**src/rtl/lookahead_accumulator_pkg.sv**
```systemverilog
`default_nettype none
// ============================================================================
// Module      : lookahead_accumulator_pkg
// Description : Shared adder width and FSM state encoding for the accumulator.
// Revision    : 1.0 - initial release
// ============================================================================
package lookahead_accumulator_pkg;

   localparam int ADD_WIDTH = 16;

   typedef enum logic {
      ST_ACCUM = 1'b0,
      ST_HOLD  = 1'b1
   } state_t;

endpackage : lookahead_accumulator_pkg
`default_nettype wire

```
**src/rtl/lookahead_accumulator_lookahead.sv**
```systemverilog
`default_nettype none
// ============================================================================
// Module      : Lookahead
// Description : 16-bit two-level carry-lookahead adder, carry-in tied to 0.
// Revision    : 1.0 - initial release
// ============================================================================
module Lookahead
   import lookahead_accumulator_pkg::*;
(
   input  logic [ADD_WIDTH-1:0] operand1,
   input  logic [ADD_WIDTH-1:0] operand2,
   output logic [ADD_WIDTH-1:0] Result,
   output logic                 Cout
);

   logic [ADD_WIDTH-1:0] w_g;
   logic [ADD_WIDTH-1:0] w_p;
   logic [ADD_WIDTH:0]   w_c;
   logic [3:0]           w_gg;
   logic [3:0]           w_gp;
   logic [4:0]           w_bc;
   logic                 w_cin;

   assign w_cin = 1'b0;
   assign w_g   = operand1 & operand2;
   assign w_p   = operand1 ^ operand2;

   // Block carries are expanded from w_cin directly so no bit of w_bc feeds another.
   assign w_bc[0] = w_cin;
   assign w_bc[1] = w_gg[0] | (w_gp[0] & w_cin);
   assign w_bc[2] = w_gg[1] | (w_gp[1] & w_gg[0]) | (w_gp[1] & w_gp[0] & w_cin);
   assign w_bc[3] = w_gg[2] | (w_gp[2] & w_gg[1]) | (w_gp[2] & w_gp[1] & w_gg[0])
                  | (w_gp[2] & w_gp[1] & w_gp[0] & w_cin);
   assign w_bc[4] = w_gg[3] | (w_gp[3] & w_gg[2]) | (w_gp[3] & w_gp[2] & w_gg[1])
                  | (w_gp[3] & w_gp[2] & w_gp[1] & w_gg[0])
                  | (w_gp[3] & w_gp[2] & w_gp[1] & w_gp[0] & w_cin);

   genvar b;
   generate
      for (b = 0; b < 4; b++) begin : g_blk
         localparam int L = 4 * b;
         assign w_c[L]   = w_bc[b];
         assign w_c[L+1] = w_g[L] | (w_p[L] & w_bc[b]);
         assign w_c[L+2] = w_g[L+1] | (w_p[L+1] & w_g[L]) | (w_p[L+1] & w_p[L] & w_bc[b]);
         assign w_c[L+3] = w_g[L+2] | (w_p[L+2] & w_g[L+1]) | (w_p[L+2] & w_p[L+1] & w_g[L])
                         | (w_p[L+2] & w_p[L+1] & w_p[L] & w_bc[b]);
         assign w_gg[b]  = w_g[L+3] | (w_p[L+3] & w_g[L+2]) | (w_p[L+3] & w_p[L+2] & w_g[L+1])
                         | (w_p[L+3] & w_p[L+2] & w_p[L+1] & w_g[L]);
         assign w_gp[b]  = &w_p[L+3:L];
      end
   endgenerate

   assign w_c[ADD_WIDTH] = w_bc[4];
   assign Result         = w_p ^ w_c[ADD_WIDTH-1:0];
   assign Cout           = w_c[ADD_WIDTH];

endmodule : Lookahead
`default_nettype wire

```
**src/rtl/lookahead_accumulator.sv**
```systemverilog
`default_nettype none
// ============================================================================
// Module      : lookahead_accumulator
// Description : Frame accumulator around the Lookahead adder with carry count.
// Revision    : 1.0 - initial release
// ============================================================================
module lookahead_accumulator
   import lookahead_accumulator_pkg::*;
#(
   parameter int WIDTH     = 16,
   parameter int N_SAMPLES = 8,
   parameter int CNT_W     = 8
) (
   input  logic             clk,
   input  logic             rst,
   input  logic             clear,
   input  logic             in_valid,
   output logic             in_ready,
   input  logic [WIDTH-1:0] in_data,
   output logic             out_valid,
   input  logic             out_ready,
   output logic [WIDTH-1:0] out_sum,
   output logic [CNT_W-1:0] out_carries
);

   generate
      if (WIDTH != ADD_WIDTH) begin : g_width_err
         $error("lookahead_accumulator: WIDTH must equal 16");
      end
      if ((N_SAMPLES < 2) || (N_SAMPLES > (2 ** CNT_W) - 1)) begin : g_nsamp_err
         $error("lookahead_accumulator: N_SAMPLES out of range");
      end
   endgenerate

   state_t           r_state;
   logic [WIDTH-1:0] r_acc;
   logic [CNT_W-1:0] r_cnt;
   logic [CNT_W-1:0] r_carries;
   logic             r_out_valid;
   logic [WIDTH-1:0] r_out_sum;
   logic [CNT_W-1:0] r_out_carries;

   logic [WIDTH-1:0] w_result;
   logic             w_cout;
   logic             w_accept;
   logic             w_last;
   logic [CNT_W-1:0] w_carries_nxt;

   Lookahead u_adder (
      .operand1 (r_acc),
      .operand2 (in_data),
      .Result   (w_result),
      .Cout     (w_cout)
   );

   assign in_ready      = (r_state == ST_ACCUM) && !clear && !rst;
   assign w_accept      = in_valid && in_ready;
   assign w_last        = (r_cnt == CNT_W'(N_SAMPLES - 1));
   assign w_carries_nxt = r_carries + {{(CNT_W-1){1'b0}}, w_cout};

   always_ff @(posedge clk or posedge rst) begin
      if (rst) begin
         r_state       <= ST_ACCUM;
         r_acc         <= '0;
         r_cnt         <= '0;
         r_carries     <= '0;
         r_out_valid   <= 1'b0;
         r_out_sum     <= '0;
         r_out_carries <= '0;
      end else if (clear) begin
         r_state       <= ST_ACCUM;
         r_acc         <= '0;
         r_cnt         <= '0;
         r_carries     <= '0;
         r_out_valid   <= 1'b0;
         r_out_sum     <= '0;
         r_out_carries <= '0;
      end else begin
         case (r_state)
            ST_ACCUM: begin
               if (w_accept) begin
                  r_acc     <= w_result;
                  r_carries <= w_carries_nxt;
                  r_cnt     <= r_cnt + 1'b1;
                  if (w_last) begin
                     r_out_sum     <= w_result;
                     r_out_carries <= w_carries_nxt;
                     r_out_valid   <= 1'b1;
                     r_state       <= ST_HOLD;
                  end
               end
            end
            ST_HOLD: begin
               if (r_out_valid && out_ready) begin
                  r_acc       <= '0;
                  r_cnt       <= '0;
                  r_carries   <= '0;
                  r_out_valid <= 1'b0;
                  r_state     <= ST_ACCUM;
               end
            end
            default: r_state <= ST_ACCUM;
         endcase
      end
   end

   assign out_valid   = r_out_valid;
   assign out_sum     = r_out_sum;
   assign out_carries = r_out_carries;

endmodule : lookahead_accumulator
`default_nettype wire

```
**config.mk**
```make
export PLATFORM = sky130hd
export DESIGN_NAME = lookahead_accumulator
export DESIGN_NICKNAME = d
export VERILOG_FILES = /design/src/rtl/lookahead_accumulator_pkg.sv /design/src/rtl/lookahead_accumulator_lookahead.sv /design/src/rtl/lookahead_accumulator.sv
export SDC_FILE = /design/constraint.sdc
export NUM_CORES = 1
export LEC_CHECK = 0
export ABC_AREA = 1
export ABC_CLOCK_PERIOD_IN_PS = 4050
export BUFFER_PORTS_ARGS = -buffer_cell sky130_fd_sc_hd__buf_2
export CORE_MARGIN = 8
export CORE_UTILIZATION = 62
export CTS_BUF_LIST = sky130_fd_sc_hd__clkbuf_16
export DETAILED_ROUTE_END_ITERATION = 8
export GPL_TIMING_DRIVEN = 0
export PLACE_DENSITY = 0.93
export SLEW_MARGIN = 10
export SYNTH_ARGS = -nofsm -noshare
export SYNTH_HDL_FRONTEND = slang
export SYNTH_SLANG_ARGS = --single-unit
```
**constraint.sdc**
```tcl
create_clock -name clk -period 4.05 [get_ports clk]
set_clock_uncertainty 0.05 [all_clocks]
set_input_delay 0.2025 -clock clk [delete_from_list [all_inputs] [get_ports clk]]
set_output_delay 0.2025 -clock clk [all_outputs]
set_load 0.02 [all_outputs]
```
==> flow_summary.ini <==
[run_status]
status = finished clean

[layout]
num_antenna_cells = 0
finalNetCount = 504
area_delta_synth_final_pct = 18.3
drive_gt1_share_pct = 18.4

[min_path]
holdPathStages = 4
min_path_type = in2reg
hp-start = out_ready
whs_endpoint = r_state

[detailed_routing]
ant_nets = 0
drtIter0Drc = 304
wl_um = 8210
viasPerCell = 5.60
drc = 0
dr_total_vias = 2986
drtPass1Iterations = 5
wl_per_cell_um = 15.4

[synth]
yosysTopAreaCellShare_pct = 44.9
syn_inst = 401
ys_seq_area_share_pct = 44.9
synthAdderAreaFrac_pct = 9.82
synthMuxAreaShare_pct = 0
synth_top_area_cell = dfrtp_1
yosysWarnings = 0
ys_types = 34
synth_simple_gate_area_share_pct = 30.5
synth_xor_area_share_pct = 0.271
syn_area_sq_mm = 0.00324
syn_area_per_cell_sq_um = 8.07
ys_ff_latch = 58
synth-compound-area-share_pct = 7.39
synthTopCellsByArea = dfrtp_1 45%, nand2_1 17%, ha_1 7.3%, inv_1 4.4%, nand3_1 3.4%
synth_fp_nets = 445
synth_top_family_by_area = simple AND/OR/NAND/NOR gates

[setup_path]
crit_type = reg2reg
cp_common_cell = nand2_1
crit_family = simple AND/OR/NAND/NOR gates
r2r_cells = 19
required_ns = 4.24
endpoint_kind = register
crit_path_start = r_acc[3]
start_kind = register
crit_path_top_delay_cell = dfrtp_1
crit_fanout = 4
slowest_delay_ns = 0.40
arrival_ns = 3.32
r2r-start = r_acc[3]
worst-path-buf-inv = 1
reg2reg_slack_ns = 0.92
cp_cell_sequence = ha_1, or2_2, nand2_1, nand2_1, nand2_1, nand3_1, nand2_1, nand2_1, nand2_1, nand2_1, ha_1, ha_1, nand2_1, inv_1, nand3_1, nor2_1, nand2_1, nand3_1, o21ai_0
r2r_end = r_carries[6]

[clock_network]
clock_latency_ns = 0.33
h-tree-depth = 3
cts_sinks = 58
cts_setup_buffers = 0
cts_made_buffers = 9
clk_pin_slew_ns = 0.05
cts-hold-fix-buffers = 1
post_cts_resized = 0
root_buffer = clkbuf_16
clockBufferDepth = 2
cts_tree = yes

[timing]
period_share_pct = 77.4
finalSetupViolCount = 0
finalSetupTns_ns = 0
fmax_mhz = 319
slew_headroom_pct = 67.5
worst_pin_slew_ns = 0.487
min_period_ns = 3.13
finalHoldViolCount = 0
fin_ws_ns = 0.917
finalMaxSlewViolations = 0
rsz0062_at_grt = false

[floorplan]
dieArea_sq_mm = 0.00779
io_pins = 47
core_area_sq_mm = 0.00507
initial_core_util_pct = 63.8
dieHeight_um = 88.2
rows = 26
die_w_um = 88.2

[global_route]
grt_pass1_vias = 2975
grt_pass1_wl_um = 13500
grt-ovfl-total = 0
grt.total_usage_pct = 22.7
antenna_found_initial = 0
grt_max_degree = 41

[job]
max_cap_violations = 0

[place]
hpwlAfterDp_um = 5540
io_buffers = 46
place_ws_ns = 1.10
place_congestion = 0.865

[pwr]
p_leak_nw = 2.16
power.density_mw_per_mm2 = 448
vdd_drop_max_mv = 0.352
per-stage QoR:
| step | power (mW) | cell area (sq um) | utilization (%) | std cells | hold slack (ns) |
|---|---|---|---|---|---|
| 5_1_grt | 1.79 | 3830 | 75.4 | 533 | 0.154 |
| 3_5_place_dp | 1.07 | 3570 | 70.4 | 518 | 0.227 |
| 2_1_floorplan | 0.953 | 3240 | - | 401 | 0.335 |
| 4_1_cts | 1.71 | 3830 | 75.4 | 533 | 0.128 |
| 6_report | 1.71 | 3830 | 75.4 | 533 | 0.122 |
| 3_3_place_gp | 1.04 | 3550 | 70.0 | 517 | 0.400 |
worst reg2reg max path, stage by stage, from the launching register on:
cell     delay, ns
dfrtp_1       0.40
ha_1          0.32
or2_2         0.31
nand2_1       0.07
nand2_1       0.15
nand2_1       0.11
nand3_1       0.14
nand2_1       0.11
nand2_1       0.06
nand2_1       0.12
nand2_1       0.07
ha_1          0.21
ha_1          0.23
nand2_1       0.08
inv_1         0.06
nand3_1       0.10
nor2_1        0.06
nand2_1       0.06
nand3_1       0.13
o21ai_0       0.22
state kept, by name, indices dropped and copies added (netlist names):
signal       count
out_sum         16
r_acc           16
out_carries      8
r_carries        8
r_cnt            8
out_valid        1
r_state          1
cell usage in the layout (no fill, tap or decap), types with 2 or more instances in the layout:
cell type and instances:
ha_1 19, buf_4 2, nand4_1 11, buf_6 3, dfrtp_1 58, nand2_1 149, nand3_1 22, o21ai_2 6
nor2_1 28, nor3_1 3, inv_1 41, inv_2 4, a21oi_1 10, or2_2 2, clkbuf_16 9, o21ai_0 22
fa_1 4, buf_2 49, nand2_4 2
per-layer routing:
layer	wire length (um)	track usage (%)
met1	3170	25.8
met2	4230	38.2
met3	593	6.13
met4	221	11.8
met5	0	0
kinds of logic (layout without fill, tap and decap cells):
group                    count (synthesis)  after routing
adder cells (fa/ha/maj)                 23             23
XOR/XNOR                                 1              1
AND/OR/NAND/NOR                        225            225
buffers and inverters                   52            114
flip-flops                              58             58
AO/OA/AOI/OAI                           42             42
power by group:
group          total [mW]  leakage, nW  switching, mW  internal [mW]
Clock               0.641        0.134          0.247          0.394
Sequential          0.672        0.783         0.0339          0.638
Combinational       0.401         1.24          0.260          0.141
area by class of cell:
cell class	count	area, sq um
buffer	9	67.6
clock buffer	9	225
clock inverter	5	18.8
fill	348	1250
inverter	43	165
multi-input combinational	291	1550
sequential	58	1450
tap	70	87.6
timing repair buffer	48	260
cells in the mapped netlist, drive strengths merged:
library cell  number
nand3b             1
a31oi              1
buf                8
nand4             12
fa                 4
nand2            152
xor2               1
a21oi             10
ha                19
and3               1
clkinv             1
inv               42
a211oi             1
a21o               1
o21ai             29
nor3b              2
clkbuf             1
or2                2
nor2              30
nand3             22
dfrtp             58
nor3               3
worst max-delay path by stage:
| stage | depth (start not counted) | slack [ns] | to |
|---|---|---|---|
| 2_1_floorplan | 19 | 1.51 | r_carries[6] |
| 3_3_place_gp | 19 | 1.19 | r_carries[4] |
| 3_5_place_dp | 19 | 1.10 | r_carries[6] |
| 4_1_cts | 19 | 0.97 | r_carries[6] |
| 5_1_grt | 19 | 0.71 | r_carries[6] |
| 6_report | 19 | 0.92 | r_carries[6] |
Note: power is estimated with default switching activity, not from simulation.
